<file path="src/rtl/afe_pkg.sv">
// afe_pkg: shared AGC types and gain clamp helper
package afe_pkg;
  typedef enum logic [2:0] {IDLE, ACCUM, EVAL, REQUEST, WAIT_ACK, WAIT_DONE, SETTLE} agc_state_t;
  typedef logic signed [7:0] gain_db_t;
  function automatic gain_db_t clamp_gain(input logic signed [8:0] v, input gain_db_t lo, input gain_db_t hi);
    logic signed [8:0] lo9, hi9;
    lo9 = {lo[7], lo};
    hi9 = {hi[7], hi};
    return v < lo9 ? lo : v > hi9 ? hi : gain_db_t'(v[7:0]);
  endfunction
endpackage

</file>
<file path="src/rtl/agc_peak_detector.sv">
// agc_peak_detector: saturating sample magnitude, running window peak and window counter
module agc_peak_detector #(
  parameter int SAMPLE_W   = 12,
  parameter int WINDOW_LEN = 1024
) (
  input  logic                       clk,
  input  logic                       rst_n,
  input  logic                       clear,
  input  logic                       en,
  input  logic signed [SAMPLE_W-1:0] sample,
  input  logic                       sample_valid,
  output logic [SAMPLE_W-2:0]        peak,
  output logic                       window_done
);
  localparam int CW = $clog2(WINDOW_LEN);
  logic [CW-1:0] count;
  logic [SAMPLE_W-1:0] neg;
  logic [SAMPLE_W-2:0] mag;
  logic take;
  assign neg = -sample;
  // the most negative code has no positive twin, so it saturates to full scale
  assign mag = !sample[SAMPLE_W-1] ? sample[SAMPLE_W-2:0] :
               neg[SAMPLE_W-1] ? '1 : neg[SAMPLE_W-2:0];
  assign take = en && sample_valid;
  assign window_done = take && count == CW'(WINDOW_LEN - 1);
  always_ff @(posedge clk or negedge rst_n)
    if (!rst_n) begin
      peak  <= '0;
      count <= '0;
    end else if (clear) begin
      peak  <= '0;
      count <= '0;
    end else if (take) begin
      peak  <= mag > peak ? mag : peak;
      count <= window_done ? '0 : count + 1'b1;
    end
endmodule

</file>
<file path="src/rtl/agc_scheduler.sv">
// agc_scheduler: windowed peak AGC sequencer driving the AFE gain controller handshake
module agc_scheduler import afe_pkg::*; #(
  parameter int SAMPLE_W      = 12,
  parameter int WINDOW_LEN    = 1024,
  parameter int SETTLE_CYCLES = 256,
  parameter int ACK_TIMEOUT   = 8,
  parameter int GAIN_MIN      = -8,
  parameter int GAIN_MAX      = 40,
  parameter int GAIN_INIT     = 0,
  parameter int STEP_UP       = 2,
  parameter int STEP_DOWN     = 6
) (
  input  logic                       clk,
  input  logic                       rst_n,
  input  logic                       enable_i,
  input  logic                       manual_i,
  input  logic signed [7:0]          manual_gain_dB_i,
  input  logic signed [SAMPLE_W-1:0] sample_i,
  input  logic                       sample_valid_i,
  input  logic [SAMPLE_W-2:0]        thresh_hi_i,
  input  logic [SAMPLE_W-2:0]        thresh_lo_i,
  input  logic                       afe_busy_i,
  output logic signed [7:0]          gain_dB_o,
  output logic                       set_gain_o,
  output logic                       busy_o,
  output logic                       overload_o,
  output logic                       timeout_err_o
);
  localparam int AW = $clog2(ACK_TIMEOUT) + 1;
  localparam int SW = $clog2(SETTLE_CYCLES) + 1;
  agc_state_t state;
  gain_db_t target, man_tgt, eval_tgt;
  logic signed [8:0] g9, eval_sum;
  logic [SAMPLE_W-2:0] peak;
  logic window_done, over, under;
  logic [AW-1:0] ack_cnt;
  logic [SW-1:0] settle_cnt;
  agc_peak_detector #(.SAMPLE_W(SAMPLE_W), .WINDOW_LEN(WINDOW_LEN)) u_peak (
    .clk(clk),
    .rst_n(rst_n),
    .clear(state != ACCUM),
    .en(state == ACCUM && !manual_i),
    .sample(sample_i),
    .sample_valid(sample_valid_i),
    .peak(peak),
    .window_done(window_done)
  );
  always_comb begin
    over     = peak >= thresh_hi_i;
    under    = peak < thresh_lo_i;
    g9       = {gain_dB_o[7], gain_dB_o};
    eval_sum = over ? g9 - 9'(STEP_DOWN) : under ? g9 + 9'(STEP_UP) : g9;
    eval_tgt = clamp_gain(eval_sum, 8'(GAIN_MIN), 8'(GAIN_MAX));
    man_tgt  = clamp_gain({manual_gain_dB_i[7], manual_gain_dB_i}, 8'(GAIN_MIN), 8'(GAIN_MAX));
  end
  assign busy_o = state != IDLE && state != ACCUM;
  always_ff @(posedge clk or negedge rst_n)
    if (!rst_n) begin
      state         <= IDLE;
      gain_dB_o     <= 8'(GAIN_INIT);
      target        <= '0;
      set_gain_o    <= 1'b0;
      overload_o    <= 1'b0;
      timeout_err_o <= 1'b0;
      ack_cnt       <= '0;
      settle_cnt    <= '0;
    end else begin
      set_gain_o <= 1'b0;
      case (state)
        IDLE: if (enable_i) state <= ACCUM;
        ACCUM:
          if (manual_i) begin
            if (man_tgt != gain_dB_o) begin
              target <= man_tgt;
              state  <= REQUEST;
            end
          end else if (window_done) state <= EVAL;
          else if (!enable_i) state <= IDLE;
        EVAL: begin
          overload_o <= over;
          target     <= eval_tgt;
          state      <= eval_tgt == gain_dB_o ? ACCUM : REQUEST;
        end
        REQUEST:
          if (!afe_busy_i) begin
            gain_dB_o  <= target;
            set_gain_o <= 1'b1;
            ack_cnt    <= '0;
            state      <= WAIT_ACK;
          end
        WAIT_ACK:
          if (afe_busy_i) state <= WAIT_DONE;
          else if (ack_cnt == AW'(ACK_TIMEOUT - 1)) begin
            timeout_err_o <= 1'b1;
            settle_cnt    <= '0;
            state         <= SETTLE;
          end else ack_cnt <= ack_cnt + 1'b1;
        WAIT_DONE:
          if (!afe_busy_i) begin
            settle_cnt <= '0;
            state      <= SETTLE;
          end
        SETTLE:
          if (settle_cnt == SW'(SETTLE_CYCLES - 1)) state <= enable_i ? ACCUM : IDLE;
          else settle_cnt <= settle_cnt + 1'b1;
        default: state <= IDLE;
      endcase
    end
endmodule

</file>
<file path="config.mk">
export PLATFORM = sky130hd
export DESIGN_NAME = agc_scheduler
export DESIGN_NICKNAME = d
export VERILOG_FILES = /design/src/rtl/afe_pkg.sv /design/src/rtl/agc_peak_detector.sv /design/src/rtl/agc_scheduler.sv
export SDC_FILE = /design/constraint.sdc
export NUM_CORES = 1
export LEC_CHECK = 0
export CAP_MARGIN = 20
export CORE_UTILIZATION = 50
export CTS_BUF_LIST = sky130_fd_sc_hd__clkbuf_4 sky130_fd_sc_hd__clkbuf_8 sky130_fd_sc_hd__clkbuf_16
export DETAILED_ROUTE_END_ITERATION = 12
export MAX_ROUTING_LAYER = met4
export PLACE_DENSITY = 0.75
export SYNTH_ARGS = -nofsm -noshare
export SYNTH_HDL_FRONTEND = slang
export SYNTH_HIERARCHICAL = 1
export SYNTH_SLANG_ARGS = --single-unit
</file>
<file path="constraint.sdc">
create_clock -name clk -period 5.2 [get_ports clk]
set_input_delay 0.78 -clock clk [delete_from_list [all_inputs] [get_ports clk]]
set_output_delay 0.78 -clock clk [all_outputs]
set_load 0.1 [all_outputs]
</file>
* After elaboration in Yosys (flattened, before gate mapping)
Cells that the tools add are included.
** Word-level totals
- Register bits after elaboration :: 56
- Input bits :: 48
- Output and inout bits :: 12
- Logic and storage cells :: 109
** Cells by class
- Add/sub/neg operators :: 6
- Magnitude comparators :: 7
- Equal/unequal tests :: 25
- Multiplexer cells :: 41
- Bitwise gates (word level) :: 1
- Reductions and logical operators :: 19
** Operators by type and width (count)
- $mux 11 :: 5
- $mux 9 :: 6
- $mux 8 :: 6
- $mux 10 :: 3
- $mux 3 :: 10
- $pmux 9 s3 :: 1
- $pmux 3 s7 :: 1
- $ne 2x2->1 const B :: 9
- $pmux 8 s2 :: 1
- $mux 4 :: 3
- $neg 12->12 :: 1
- $ge 11x11->1 :: 1
- $gt 11x11->1 :: 1
- $lt 11x11->1 :: 1
- $add 10x1->10 const B :: 1
- $eq 10x10->1 const B :: 1
- $add 8x3->9 const B :: 1
- $add 9x1->9 const B :: 1
- $eq 3x3->1 const B :: 3
- $eq 9x8->1 const B :: 1
- $gt 9x7->1 const B :: 1
- $lt 9x4->1 const B :: 1
- $sub 8x4->9 const B :: 1
- $eq 8x8->1 :: 1
- other kinds (26) :: 38

* Logic depth before layout (Yosys ltp)
Gate-level depths: netlist of the first run.
- Depth in word-level cells :: 9
- Gate-level depth with buffers :: 14
- Gate-level depth less buffers :: 13

* Modules after synthesis
The synthesis of the first run kept the hierarchy.
** Modules (own cells, without submodules)
- agc_scheduler :: instances 1, cells an instance 336, area each 2874.0 sq um, seq. area each 875.8 sq um
- agc_peak_detector :: instances 1, cells an instance 200, area each 1670.4 sq um, seq. area each 525.5 sq um

* Least setup slack after synthesis of the first run
Ideal clock, no wire load.
- Kind :: input to register
- Start point :: in sample_i[2]
- End point :: reg u_peak.peak[10]
- Library setup time :: 0.079 ns
- Arrival :: 3.575 ns
- Data required time :: 5.121 ns
- Setup slack :: 1.546 ns
- Stages :: 12
- Buffers on the path :: 2
- Cell sequence :: clkbuf_1 -> or4_4 -> or4_1 -> o21a_1 -> nor2_1 -> a31oi_1 -> ha_1 -> nand3_1 -> or3b_2 -> a21oi_1 -> buf_2 -> mux2i_1
** On the way
- Cells in the longest elaborated chain, start to end :: 6
- Elaborated cells between the ends (all ways) :: 9
- Classes of those cells :: 1 x add/sub; 1 x order compare; 5 x mux; 2 x reduce/logical
** Ends and longest elaborated chain
- start, declared :: line agc_scheduler.sv:18 : input logic signed [SAMPLE_W-1:0] sample_i,
- $neg 12->12 :: line agc_peak_detector.sv:20 : assign neg = -sample;
- $mux 11 :: line agc_peak_detector.sv:23 : neg[SAMPLE_W-1] ? '1 : neg[SAMPLE_W-2:0];
- $mux 11 * :: line agc_peak_detector.sv:22 : assign mag = !sample[SAMPLE_W-1] ? sample[SAMPLE_W-2:0] :
- $gt 11x11->1 / $mux 11 (equally long branches) :: line agc_peak_detector.sv:34 : peak <= mag > peak ? mag : peak;
- $reduce_bool 2->1 (no source line) / $mux 11 (equally long branches)
- $reduce_and 2->1 (no source line) / $mux 11 (equally long branches)
- end signal, assigned :: line agc_peak_detector.sv:34
- end, declared :: line agc_peak_detector.sv:12 : output logic [SAMPLE_W-2:0] peak,
Every way passes the cells marked *; elsewhere a longest branch is shown, timed or not. The select of a mux whose other input is x is not followed.
A chain may end at the register's enable or synchronous reset.

* Worst setup path after layout of the first run
- Start point :: in sample_i[5]
- End point :: reg u_peak.peak[0]
The elaborated chain is that of the path after synthesis.

==> results of run 1 <==
[registers in the layout, summed over array words and instances, names as in the netlist, 3 cells and up]
signal / cells
u_peak/count: 10
gain_dB_o: 8
ack_cnt: 4
u_peak/peak: 11
target: 8
state: 3
settle_cnt: 9
[Yosys cell counts, drive strengths merged (5+ instances only)]
cell and count:
a21oi 30, buf 8, ha 38, nand4 10, nor4 5, clkbuf 14, a21o 8, a211oi 5
a31oi 10, nand3 15, nor3 17, mux2 17, nor2b 7, mux2i 12, nand2 51, o21ai 35
a22oi 5, nor2 48, inv 46, and3 6, xnor2 10, xor2 13, dfrtp 56
[per-stage QoR]
step           utilization [%]  area, um2  total power [mW]
2_1_floorplan                -       4540              1.65
3_3_place_gp              59.3       5190              1.90
4_1_cts                   60.3       5290              2.19
5_1_grt                   60.3       5290              2.34
6_report                  60.3       5290              2.18
3_5_place_dp              59.3       5190              1.93
[cells in the final DEF (no fill, tap or decap), types with 6 or more instances in the layout]
master           count
mux2_2              16
a31oi_1             10
a21o_1               8
ha_1                38
and3_1               6
nor3_1              16
dfrtp_1             56
nor2b_1              7
a21oi_1             29
xor2_1              12
nand3_1             15
mux2i_1             12
nor2_1              47
nand2_1             51
clkdlybuf4s50_1     58
inv_1               46
xnor2_1             10
nand4_1             10
o21ai_0             33
[report_power, final]
group | internal, mW | switching [mW] | total, mW
Combinational | 0.435 | 0.764 | 1.20
Clock | 0.0986 | 0.157 | 0.255
Sequential | 0.549 | 0.179 | 0.728
[worst register-to-register path: stages, from the launching register on]
cell     delay, ns
dfrtp_1       0.55
nor2_1        0.28
nand2_1       0.50
nor2_1        0.40
nand3_1       0.17
nor2_1        0.26
and3_1        0.38
nor2_1        0.07
a32oi_1       0.19
a21oi_1       0.10
nor2_1        0.22
o21ai_0       0.12
a32oi_1       0.19
[per-layer routing]
metal  routed length (um)  part of all wire [%]  global-route usage (%)  up-vias
li1                     -                     -                       -     2041
met5                    0                     0                       -        -
met4                  136                   1.3                    5.88        0
met2                 4940                    48                    39.1       79
met3                  339                   3.3                    3.24       11
met1                 4820                    47                    29.0     1938
[how the worst max path moves through the flow]
stage / depth (start not counted) / slack (ns) / to
6_report: 12 / 1.11 / u_peak/peak[0]
5_1_grt: 13 / 0.91 / u_peak/peak[0]
4_1_cts: 12 / 1.13 / u_peak/peak[0]
3_5_place_dp: 12 / 0.78 / u_peak/peak[0]
3_3_place_gp: 12 / 0.86 / u_peak/peak[0]
2_1_floorplan: 12 / 1.55 / u_peak/peak[10]
[logic make-up (layout without fill, tap and decap cells)]
family / Yosys count / in the layout
flip-flops: 56 / 56
AO/OA/AOI/OAI: 139 / 139
multiplexers: 29 / 29
adder cells (fa/ha/maj): 38 / 38
AND/OR/NAND/NOR: 183 / 183
XOR/XNOR: 23 / 23
buffers and inverters: 68 / 117
[layout make-up]
cell class,count,area [um2],share of cell area (%)
clock buffer,5,68.8,1.30
clock inverter,3,25.0,0.473
inverter,46,173,3.27
multi-input combinational,412,2870,54.3
sequential,56,1400,26.5
tap,108,135,2.56
timing repair buffer,63,616,11.6
==> qor.txt, run 1 <==
Compound-Gate Fraction of Synth Area -> 21.3%
Setup crit end kind -> flip-flop
Final cell count without fillers -> 693
Initial Util -> 51.9%
Netlist Area Pre-Place -> 4540 um2
Final Wtd Congestion -> 0.864
CTS tree -> yes
DRT Wirelength -> 10200 um
Main combinational cell family by area after synthesis -> compound AO/OA/AOI/OAI gates
Chip width -> 97.3 um
Grt total ovfl -> 0
Post-synth EDFFs -> 0
Nets -> 670
Number of global-route vias before repair -> 3923
Post-Syn Nets -> 622
Dpl cells -> 685
CTS buffer count -> 5
Crit path DAT -> 4.31 ns
First-pass GRT wire length -> 17800 um
Max-cap viol count -> 0
Cell Chain, Critical Path -> clkdlybuf4s50_1, or4_4, or4_1, o21a_1, nor2_1, a31oi_1, ha_1, nand3_1, or3b_2, a21oi_1, buf_4, mux2_2
Ys flop type -> dfrtp_1
Critical Path Start -> sample_i[5]
Seq/Total Area, Yosys -> 30.8%
# setup viols final -> 0
Yosys warns -> 6
Drt first pass iters -> 4
Setup Skew -> 0.00831 ns
R2r setup slk -> 1.68 ns
CP required -> 5.42 ns
DR iter-0 viols -> 148
Synth Area in XOR/XNOR -> 4.60%
Worst-margin pin slew -> 0.972 ns
# IOs -> 60
Minimum clock period -> 4.09 ns
Longest Clk Path Bufs -> 2
Hold depth -> 1
Setup TNS -> 0 ns
Status -> completed
Area Overhead vs Synth -> 16.4%
Average wire per standard cell -> 14.8 um
Adder-cell share of the synthesized area -> 10.5%
Critical Path Max Stage Delay -> 0.62 ns
Max Fclk -> 244 MHz
Post-synthesis simple-gate area fraction -> 19.9%
Number of port buffers -> 59
Row count -> 34
FF-to-FF End -> state[1]
Clk_lat worst skew -> 0.32 ns
CP max-delay cell -> or4_4
Pre-CTS setup slack -> 0.778 ns
Rel. slew slack -> 35.0%
Mux contribution to synthesized area -> 6.86%
Clock sink count -> 56
Yosys reg bits -> 56
Fraction of layout cells with a size suffix above 1 -> 8.55%
PnR worst setup slack -> 1.11 ns
Post-synthesis cell count -> 536
Yosys top cell area share -> 30.8%
Startpoint Class -> input port
Cell family with most CP delay -> simple AND/OR/NAND/NOR gates
Core area -> 8760 um2
Post-DP HPWL -> 7740 um
Final Hold Viols -> 0
# hold bufs at CTS -> 0
Clock Pin Slew Worst Setup and Hold Paths -> 0.11 ns
Leak -> 2.27 nW
# diodes -> 0
Pin count of the biggest net entering global routing -> 57
H-tree depth -> 2
Power per Cell Area -> 413 nW/um2
Antenna Violating Nets Remaining -> 0
Final worst-path cycle share -> 78.7%
Aggregate global-route resource usage -> 23.0%
Max Slew Vio Count -> 0
Worst vdd ir -> 0.000453 V
Hold path start -> timeout_err_o
Die Ht -> 97.3 um
Worst Hold Class -> reg2reg
Syn Area/Cell -> 8.48 um2
Die area -> 9470 um2
Reg2Reg Launch Point -> state[1]
Fillers -> 782
Worst-path fanout max -> 11
Antenna violations before repair -> 0
Hold Slack -> 0.480 ns
Netlist cell types -> 75
Vias per cell -> 5.87
RSZ-0062 raised after global routing -> false
Clock Tree Root -> clkbuf_8
Routed via count -> 4069
Crit Path Class -> in2reg
Post-synth top area cell -> dfrtp_1
Hold Path End -> timeout_err_o
Post-CTS Setup Inserts -> 0
Largest cells by area after synthesis -> dfrtp_1 (31%), ha_1 (10%), nand2_1 (4.2%)
DRC violation count after routing -> 0
Worst Path Buf+Inv -> 2
Post-synthesis async set-or-reset flop share -> 100%
Resize count post-CTS -> 0
Register-to-Register Path Depth -> 12
Note: power is estimated with default switching activity, not from simulation.
==> run 2, diff against run 1 <==
- PLACE_DENSITY: 0.75 -> 0.78
- clock period: 5.2 -> 3.75 ns (I/O delays scaled with it)
==> run 2 against run 1 <==
  * Power increased by 46%
  * Sequential cell count did not move
  * Register-to-register slack got worse by 1.1 ns
  * Cell count increased by 3.2%
  * Routed wire length rose by 6.3%
  * Critical path depth is 1 higher
  * Global-route usage is 1.1 points higher
  * Die area unchanged
  * Sequential power is 40% higher
  * Clock power up 64%
  * Critical endpoint is now u_peak/peak[2]
  * Largest power group unchanged
==> qor.txt, run 2 (synthesized netlist as in run 1, its figures left out) <==
Biggest register -> u_peak/peak
Setup crit end kind -> flip-flop
Comb power frac -> 55.0%
Max Slew Vio Count -> 0
Die area -> 9470 um2
Commonest non-fill, non-tap cells in the layout -> clkdlybuf4s50_1 (57), dfrtp_1 (56), nand2_1 (51)
Status -> completed
DRT Wirelength -> 10900 um
Average wire per standard cell -> 15.2 um
Worst vdd ir -> 0.000548 V
Aggregate global-route resource usage -> 24.2%
Number of port buffers -> 59
Rel. slew slack -> 34.5%
Hold Slack -> 0.353 ns
First-pass GRT wire length -> 18700 um
Internal Power -> 1.63 mW
CP max-delay cell -> or4_4
Vias per cell -> 5.90
Max-cap viol count -> 0
Psw -> 1.56 mW
Area Overhead vs Synth -> 20.9%
Clock Tree Root -> clkbuf_8
Number of global-route vias before repair -> 4188
Chip width -> 97.3 um
Power per Cell Area -> 580 nW/um2
Clock share of power -> 13.2%
Max FFs per register -> 11
CP required -> 3.99 ns
Worst-margin pin slew -> 0.980 ns
Fraction of layout cells with a size suffix above 1 -> 12.5%
Crit path DAT -> 3.79 ns
Cell Chain, Critical Path -> clkdlybuf4s50_1, or4_4, or4_1, o21a_1, nor2_1, a31oi_1, ha_1, nand3_1, nor3_1, a221oi_1, a21oi_1, buf_4, mux2i_1
Initial Util -> 51.9%
# setup viols final -> 0
Top Registers -> u_peak/peak: 11 flops, u_peak/count: 10 flops, settle_cnt: 9 flops
H-tree depth -> 2
Clock Pin Slew Worst Setup and Hold Paths -> 0.10 ns
Minimum clock period -> 3.55 ns
Worst Hold Class -> in2async
Row count -> 34
Reg2Reg Launch Point -> u_peak/peak[8]
Core area -> 8760 um2
Drt first pass iters -> 4
# IOs -> 60
Final Hold Viols -> 0
Nets -> 692
Sequential group share of total power -> 31.9%
Register-to-Register Path Depth -> 12
CTS tree -> yes
RSZ-0062 raised after global routing -> false
Critical Path Max Stage Delay -> 0.54 ns
Setup Skew -> 0.0125 ns
R2r setup slk -> 0.55 ns
# diodes -> 0
CTS buffer count -> 5
Grt total ovfl -> 0
DRC violation count after routing -> 0
Final Wtd Congestion -> 0.859
Longest Clk Path Bufs -> 2
Die Ht -> 97.3 um
Leak -> 2.39 nW
Pin count of the biggest net entering global routing -> 40
Clk_lat worst skew -> 0.32 ns
Startpoint Class -> input port
Routed via count -> 4217
Setup TNS -> 0 ns
Crit Path Class -> in2reg
Most common cell after layout, fill and taps aside -> clkdlybuf4s50_1
Sw Ratio -> 48.9%
Antenna Violating Nets Remaining -> 0
Antenna violations before repair -> 0
Worst-path fanout max -> 10
Post-DP HPWL -> 8320 um
Max Fclk -> 282 MHz
DR iter-0 viols -> 229
Final worst-path cycle share -> 94.7%
Clock sink count -> 56
FF-to-FF End -> state[1]
==> run 2: routing by layer <==
layer  global-route usage (%)  wire [um]  up-vias
met5                        -          0        -
met4                     4.75         79        0
met3                     3.45        412        8
met2                     42.1       5460       89
met1                     30.1       4930     2044
li1                         -          -     2076
==> run 2: power groups by stage <==
stage	clock network, mW	registers [mW]	logic, mW
after global routing	0.450	1.04	1.90
after CTS	0.430	1.01	1.74
after global placement	0	1.01	1.68
final	0.419	1.02	1.75
after detailed placement	0	1.02	1.73
after floorplan	0	1.25	1.04
==> run 2: worst max-delay path: cells and delay by family <==
| family | cells | cell delay [ns] |
|---|---|---|
| adder cells (fa/ha/maj) | 1 | 0.28 |
| AND/OR/NAND/NOR | 5 | 1.43 |
| AO/OA/AOI/OAI | 4 | 0.60 |
| multiplexers | 1 | 0.23 |
| buffers and inverters | 2 | 0.68 |
==> run 2: cell type report <==
cell class | count | area (um2)
clock buffer | 6 | 76.3
clock inverter | 2 | 38.8
fill | 755 | 3270
inverter | 46 | 173
multi-input combinational | 412 | 2890
sequential | 56 | 1400
tap | 108 | 135
timing repair buffer | 85 | 778
==> run 2: timing repair <==
item,in CTS,in global routing
setup endpoints to repair,0,7
hold endpoints to repair,0,0
buffers inserted,0,1
gates resized for setup,0,4
hold buffers,0,0
==> run 2: how the worst max path moves through the flow <==
stage / start / slack (ns) / cells after the start / endpoint
after floorplan: sample_i[2] / 0.31 / 12 / u_peak/peak[10]
after global placement: sample_i[5] / -0.05 / 12 / u_peak/peak[2]
after detailed placement: sample_i[9] / -0.15 / 12 / u_peak/peak[2]
after CTS: sample_i[9] / 0.14 / 12 / u_peak/peak[2]
after global routing: thresh_lo_i[8] / 0.01 / 14 / state[1]
final: sample_i[5] / 0.20 / 13 / u_peak/peak[2]
==> run 2: metrics by stage <==
stage          power [mW]  worst slack [ns]  instance area (um2)  utilization, %  std cells
3_3_place_gp         2.68           -0.0480                 5350            61.0        706
3_5_place_dp         2.74            -0.148                 5350            61.0        706
5_1_grt              3.39            0.0147                 5500            62.7        715
4_1_cts              3.17             0.141                 5460            62.4        714
6_report             3.19             0.198                 5500            62.7        715
2_1_floorplan        2.29             0.313                 4540               -        536
